$ cat src/rtl/dcache_pkg.sv
// dcache_pkg: shared state encoding, default geometry and line type for the store-side dcache.
package dcache_pkg;
  localparam int DEF_ADDR_W = 32;
  localparam int DEF_DATA_W = 32;
  localparam int DEF_NUM_LINES = 16;
  localparam int DEF_LINE_WORDS = 4;
  localparam int BYTE_OFF_W = $clog2(DEF_DATA_W / 8);
  localparam int WORD_OFF_W = $clog2(DEF_LINE_WORDS);
  localparam int INDEX_W = $clog2(DEF_NUM_LINES);
  localparam int TAG_W = DEF_ADDR_W - INDEX_W - WORD_OFF_W - BYTE_OFF_W;
  typedef enum logic [1:0] {IDLE, ACK, WRITEBACK, REFILL} state_t;
  typedef logic [DEF_LINE_WORDS-1:0][DEF_DATA_W-1:0] line_t;
endpackage

$ cat src/rtl/dcache_line_array.sv
// dcache_line_array: direct-mapped tag/valid/dirty/data store with one read port,
// a byte-masked word write, a full-line refill write and a dirty clear.
module dcache_line_array #(
  parameter int DATA_W = 32,
  parameter int NUM_LINES = 16,
  parameter int LINE_WORDS = 4,
  parameter int TAG_W = 24
) (
  input  logic                         clk,
  input  logic                         rst_n,
  input  logic [$clog2(NUM_LINES)-1:0] idx,
  input  logic [$clog2(LINE_WORDS)-1:0] word,
  output logic [TAG_W-1:0]             rd_tag,
  output logic                         rd_valid,
  output logic                         rd_dirty,
  output logic [DATA_W*LINE_WORDS-1:0] rd_line,
  input  logic                         wr_en,
  input  logic [DATA_W-1:0]            wr_data,
  input  logic [DATA_W/8-1:0]          wr_be,
  input  logic                         fill_en,
  input  logic [TAG_W-1:0]             fill_tag,
  input  logic [DATA_W*LINE_WORDS-1:0] fill_line,
  input  logic                         clr_dirty
);
  logic [TAG_W-1:0] tags [NUM_LINES];
  logic [DATA_W*LINE_WORDS-1:0] data [NUM_LINES];
  logic [NUM_LINES-1:0] valid, dirty;
  assign rd_tag = tags[idx];
  assign rd_valid = valid[idx];
  assign rd_dirty = dirty[idx];
  assign rd_line = data[idx];
  always_ff @(posedge clk or negedge rst_n)
    if (!rst_n) begin
      valid <= '0;
      dirty <= '0;
    end else if (fill_en) begin
      valid[idx] <= 1'b1;
      dirty[idx] <= 1'b0;
    end else if (wr_en) dirty[idx] <= 1'b1;
    else if (clr_dirty) dirty[idx] <= 1'b0;
  // tag and data storage carry no reset; valid gates every use
  always_ff @(posedge clk)
    if (fill_en) begin
      tags[idx] <= fill_tag;
      data[idx] <= fill_line;
    end else if (wr_en)
      for (int b = 0; b < DATA_W / 8; b++)
        if (wr_be[b]) data[idx][int'(word) * DATA_W + b * 8 +: 8] <= wr_data[b * 8 +: 8];
endmodule

$ cat src/rtl/stb_dcache_write_responder.sv
// stb_dcache_write_responder: accepts buffered stores into a write-back, write-allocate
// direct-mapped line array, fetching/evicting lines over a line-wide memory port.
module stb_dcache_write_responder
  import dcache_pkg::*;
#(
  parameter int ADDR_W = DEF_ADDR_W,
  parameter int DATA_W = DEF_DATA_W,
  parameter int NUM_LINES = DEF_NUM_LINES,
  parameter int LINE_WORDS = DEF_LINE_WORDS
) (
  input  logic                         clk,
  input  logic                         rst_n,
  input  logic                         stb2dcache_req,
  input  logic                         stb2dcache_w_en,
  input  logic [ADDR_W-1:0]            stb2dcache_addr,
  input  logic [DATA_W-1:0]            stb2dcache_wdata,
  input  logic [DATA_W/8-1:0]          stb2dcache_sel_byte,
  output logic                         dcache2stb_ack,
  output logic                         dcache_busy,
  output logic                         dcache2mem_req,
  output logic                         dcache2mem_wr,
  output logic [ADDR_W-1:0]            dcache2mem_addr,
  output logic [DATA_W*LINE_WORDS-1:0] dcache2mem_wdata,
  input  logic                         mem2dcache_ack,
  input  logic [DATA_W*LINE_WORDS-1:0] mem2dcache_rdata
);
  localparam int BO_W = $clog2(DATA_W / 8);
  localparam int WO_W = $clog2(LINE_WORDS);
  localparam int IX_W = $clog2(NUM_LINES);
  localparam int OFF_W = BO_W + WO_W;
  localparam int TG_W = ADDR_W - OFF_W - IX_W;
  state_t state;
  logic [TG_W-1:0] tag, rd_tag;
  logic [IX_W-1:0] idx;
  logic [WO_W-1:0] word;
  logic [DATA_W*LINE_WORDS-1:0] rd_line;
  logic rd_valid, rd_dirty, req, hit, victim, unused_bo;
  assign {tag, idx, word} = stb2dcache_addr[ADDR_W-1:BO_W];
  assign unused_bo = ^stb2dcache_addr[BO_W-1:0];
  assign req = stb2dcache_req && stb2dcache_w_en;
  assign hit = rd_valid && rd_tag == tag;
  assign victim = rd_valid && rd_dirty;
  dcache_line_array #(
    .DATA_W(DATA_W), .NUM_LINES(NUM_LINES), .LINE_WORDS(LINE_WORDS), .TAG_W(TG_W)
  ) u_lines (
    .clk(clk),
    .rst_n(rst_n),
    .idx(idx),
    .word(word),
    .rd_tag(rd_tag),
    .rd_valid(rd_valid),
    .rd_dirty(rd_dirty),
    .rd_line(rd_line),
    .wr_en(state == IDLE && req && hit),
    .wr_data(stb2dcache_wdata),
    .wr_be(stb2dcache_sel_byte),
    .fill_en(state == REFILL && mem2dcache_ack),
    .fill_tag(tag),
    .fill_line(mem2dcache_rdata),
    .clr_dirty(state == WRITEBACK && mem2dcache_ack)
  );
  always_ff @(posedge clk or negedge rst_n)
    if (!rst_n) begin
      state <= IDLE;
      dcache2stb_ack <= 1'b0;
      dcache_busy <= 1'b0;
      dcache2mem_req <= 1'b0;
      dcache2mem_wr <= 1'b0;
      dcache2mem_addr <= '0;
      dcache2mem_wdata <= '0;
    end else
      case (state)
        IDLE:
          if (req) begin
            dcache_busy <= 1'b1;
            if (hit) begin
              state <= ACK;
              dcache2stb_ack <= 1'b1;
            end else begin
              state <= victim ? WRITEBACK : REFILL;
              dcache2mem_req <= 1'b1;
              dcache2mem_wr <= victim;
              dcache2mem_addr <= {victim ? rd_tag : tag, idx, {OFF_W{1'b0}}};
              dcache2mem_wdata <= rd_line;
            end
          end
        ACK: begin
          state <= IDLE;
          dcache2stb_ack <= 1'b0;
          dcache_busy <= 1'b0;
        end
        // refill request follows the writeback with no gap
        WRITEBACK:
          if (mem2dcache_ack) begin
            state <= REFILL;
            dcache2mem_wr <= 1'b0;
            dcache2mem_addr <= {tag, idx, {OFF_W{1'b0}}};
          end
        REFILL:
          if (mem2dcache_ack) begin
            state <= IDLE;
            dcache2mem_req <= 1'b0;
            dcache_busy <= 1'b0;
          end
      endcase
endmodule
$ cat config.mk
export PLATFORM = sky130hd
export DESIGN_NAME = stb_dcache_write_responder
export DESIGN_NICKNAME = d
export VERILOG_FILES = /design/src/rtl/dcache_pkg.sv /design/src/rtl/dcache_line_array.sv /design/src/rtl/stb_dcache_write_responder.sv
export SDC_FILE = /design/constraint.sdc
export NUM_CORES = 2
export LEC_CHECK = 0
export ABC_AREA = 1
export CORE_MARGIN = 2
export CORE_UTILIZATION = 25
export CTS_BUF_LIST = sky130_fd_sc_hd__clkbuf_4 sky130_fd_sc_hd__clkbuf_8
export DETAILED_ROUTE_END_ITERATION = 16
export SLEW_MARGIN = 20
export SYNTH_ARGS = -nofsm -noshare
export SYNTH_HDL_FRONTEND = slang
export SYNTH_SLANG_ARGS = --single-unit
$ cat constraint.sdc
create_clock -name clk -period 4.7 [get_ports clk]
set_clock_uncertainty 0.2 [all_clocks]
set_input_delay 0.47 -clock clk [delete_from_list [all_inputs] [get_ports clk]]
set_output_delay 0.47 -clock clk [all_outputs]
set_load 0.01 [all_outputs]
==> results_dict.tcl <==
set metrics [dict create \
    htreeDepth 5 \
    crit_top_cell "nand2_1" \
    power.density_nw_per_um2 415 \
    period_share 0.907 \
    detailedPlace.worstSlack_ps -73.5 \
    synth_top_area_frac 0.707 \
    syn_inst 7574 \
    ios 365 \
    yosysMostFrequentCell "edfxtp_1" \
    gp_routability_congestion 0.886 \
    wl_met1_um 127000 \
    wl_met2_um 167000 \
    yosysSeqAreaShare 0.754 \
    grt_max_degree 176 \
    drive_above_1_share 0.164 \
    rsz0062_at_grt "false" \
    min_from "stb2dcache_addr[28]" \
    drv_slew 0 \
    synthTopCellsByCount "edfxtp_1, nand2_1, a22oi_1, a21oi_1, clkbuf_1" \
    crit_slowest_cell "dlygate4sd3_1" \
    start_util 0.251 \
    clockRootBuffer "clkbuf_8" \
    yosysTopAreaCell "edfxtp_1" \
    crit_type "in2reg" \
    top_layer_used "met5" \
    synth_edf_count 2432 \
    met3WireLength_um 22400 \
    whs_path_depth 2 \
    rr_startpoint "u_lines.tags[1][10]$_DFFE_PP_" \
    synthArstFlopShare 0.0739 \
    hold_buffers 7 \
    detail-route-antenna-nets 0 \
    first_global_vias 66644 \
    die_w_um 647 \
    hold_class "in2reg" \
    clk_latency_ps 1010 \
    clk_pin_slew_ps 70 \
    overflow 0 \
    holdPathEnd "u_lines.tags[7][20]$_DFFE_PP_" \
    reg2regPathDepth 19 \
    crit_chain "dlygate4sd3_1, buf_4, clkinv_2, buf_12, nand2_2, inv_8, nand2_1, nand4_1, nand2_1, nand2_1, o21bai_1, nand3_1, nor2_1, nand2_1, nor2_4, buf_12, nand4_1, buf_4, a21oi_1, buf_4" \
    post_cts_resized 0 \
    rrSetupSlack_ps 1020 \
    syn_area_per_cell_um2 13.6 \
    cts_buffers 381 \
    setup_violations 0 \
    instances_no_fill 14275 \
    relSlewSlack 0.241 \
    cts_setup_buffers 0 \
    first_pass_iters 8 \
    hpwl_um 217000 \
    area_growth_pct 23.4 \
    crit_arrival_ps 4760 \
    cts_buffer_depth 4 \
    synth_area_leaders "edfxtp_1, a22oi_1, nand2_1" \
    synth_warnings 0 \
    timing.final.crit_period_ps 4260 \
    grt_pass1_wl_um 479000 \
    netlist_area_um2 103000 \
    cp_data_required_time_ps 5200 \
    antenna_found_initial 16 \
    vdd_drop_max_v 0.000338 \
    worst-slew-pin-transition_ps 1130 \
    fillers 40754 \
    synth_cell_types 33 \
    hold_violations 0 \
    io_buffers 358 \
    viasPerCell 4.81 \
    critPathCaptureType "flop" \
    ys.flop_type "edfxtp_1" \
    nets 8712 \
    die_height_um 647 \
    reg2reg_to "u_lines.data[6][0]$_DFFE_PP_" \
    routed_wl_um 342000 \
    final_util 0.310 \
    vias 68702 \
    wl_per_cell_um 24.0 \
    dp_cells 13567 \
    num_rows 235 \
    leakagePower_nw 44.2 \
    worst_slack_ps 438 \
    core_area_um2 410000 \
    max-cap-violations 0 \
    clock.fmax_mhz 235 \
    die_area_um2 418000 \
    crit_fanout 35 \
    start_kind "primary input" \
    max_stage_delay_ps 620 \
    status "complete, no violations" \
    drc_errors 0 \
    tritoncts "built" \
    drt_iter0_markers 6870 \
    ys_ff_latch 2626 \
    grt_usage 0.157 \
    clkSinkCount 2626 \
]
[registers in the layout, indices dropped and copies added (netlist names), named ones only]
signal,count
dcache2mem_addr,28
dcache2mem_req,1
dcache2mem_wdata,128
dcache2mem_wr,1
dcache2stb_ack,1
dcache_busy,1
state,2
u_lines.data,2048
u_lines.tags,384
u_lines.valid,16
[final cells by class]
| cell class | count | area, um^2 | share of cell area |
|---|---|---|---|
| sequential | 2626 | 77900 | 0.612 |
| clock buffer | 525 | 6530 | 0.0512 |
| inverter | 106 | 444 | 0.00349 |
| clock inverter | 160 | 1230 | 0.00969 |
| multi-input combinational | 4270 | 22800 | 0.179 |
| timing repair buffer | 1121 | 11600 | 0.0909 |
| antenna | 16 | 40.0 | 0.000314 |
| tap | 5451 | 6820 | 0.0536 |
[how the worst max path moves through the flow]
stage | endpoint | slack, ps | cells after the start | start
finish | u_lines.data[6][0]$_DFFE_PP_ | 440 | 20 | stb2dcache_addr[5]
global placement | u_lines.data[2][0]$_DFFE_PP_ | -30 | 16 | stb2dcache_addr[6]
CTS | u_lines.data[6][2]$_DFFE_PP_ | 540 | 20 | stb2dcache_addr[5]
detailed placement | u_lines.data[6][0]$_DFFE_PP_ | -70 | 16 | stb2dcache_addr[6]
floorplan | u_lines.tags[1][0]$_DFFE_PP_ | 750 | 9 | stb2dcache_addr[6]
global route | u_lines.data[13][0]$_DFFE_PP_ | 330 | 20 | stb2dcache_addr[5]
[per-stage QoR]
step / hold slack (ps) / area, um^2 / power [mW] / setup TNS, ps
after floorplan: -25.6 / 103000 / 30.3 / 0
after global placement: 123 / 119000 / 34.7 / -341
after detailed placement: 123 / 119000 / 34.7 / -5620
after CTS: 15.6 / 127000 / 53.3 / 0
after global routing: 76.9 / 127000 / 54.7 / 0
final: 77.7 / 127000 / 52.9 / 0
[logic make-up after synthesis]
family / after synthesis / share of synthesized area
flops: 2626 / 0.754
simple gates: 2362 / 0.101
compound gates: 1899 / 0.117
other cells: 1 / 0.0000363
fa+ha+maj: 5 / 0.000606
buf+inv: 681 / 0.0266
[critical path: cells and delay by family]
kind | cells | cell delay, ps
buffers and inverters | 8 | 2300
AND/OR/NAND/NOR | 10 | 1450
AO/OA/AOI/OAI | 2 | 470
[cell usage in the layout, fill, tap and decap left out, drive strengths merged]
| master | instances |
|---|---|
| dfrtp | 194 |
| edfxtp | 2432 |
| clkinv | 133 |
| nor3 | 109 |
| or4 | 128 |
| and2 | 1 |
| a21oi | 772 |
| nor2 | 130 |
| clkdlybuf4s50 | 350 |
| clkinvlp | 9 |
| nand3 | 32 |
| bufinv | 18 |
| or2 | 10 |
| buf | 765 |
| inv | 106 |
| nand4 | 286 |
| dlygate4sd3 | 6 |
| nand2 | 1664 |
| nor3b | 1 |
| ha | 5 |
| a22oi | 1032 |
| nand3b | 1 |
| o21ai | 87 |
| conb | 4 |
| o21bai | 8 |
| diode | 16 |
| clkbuf | 525 |
[power breakdown]
| part | switching (mW) | internal (mW) | leakage (nW) |
|---|---|---|---|
| registers | 0.803 | 26.5 | 24.3 |
| clock network | 8.71 | 9.99 | 4.09 |
| logic | 4.31 | 2.56 | 15.8 |
[routing by layer]
layer | vias up | track usage
met5 | - | 0
met4 | 2 | 0.109
met3 | 670 | 0.0267
met2 | 2773 | 0.264
met1 | 34535 | 0.182
li1 | 30722 | -
(Power assumes the default switching activity.)
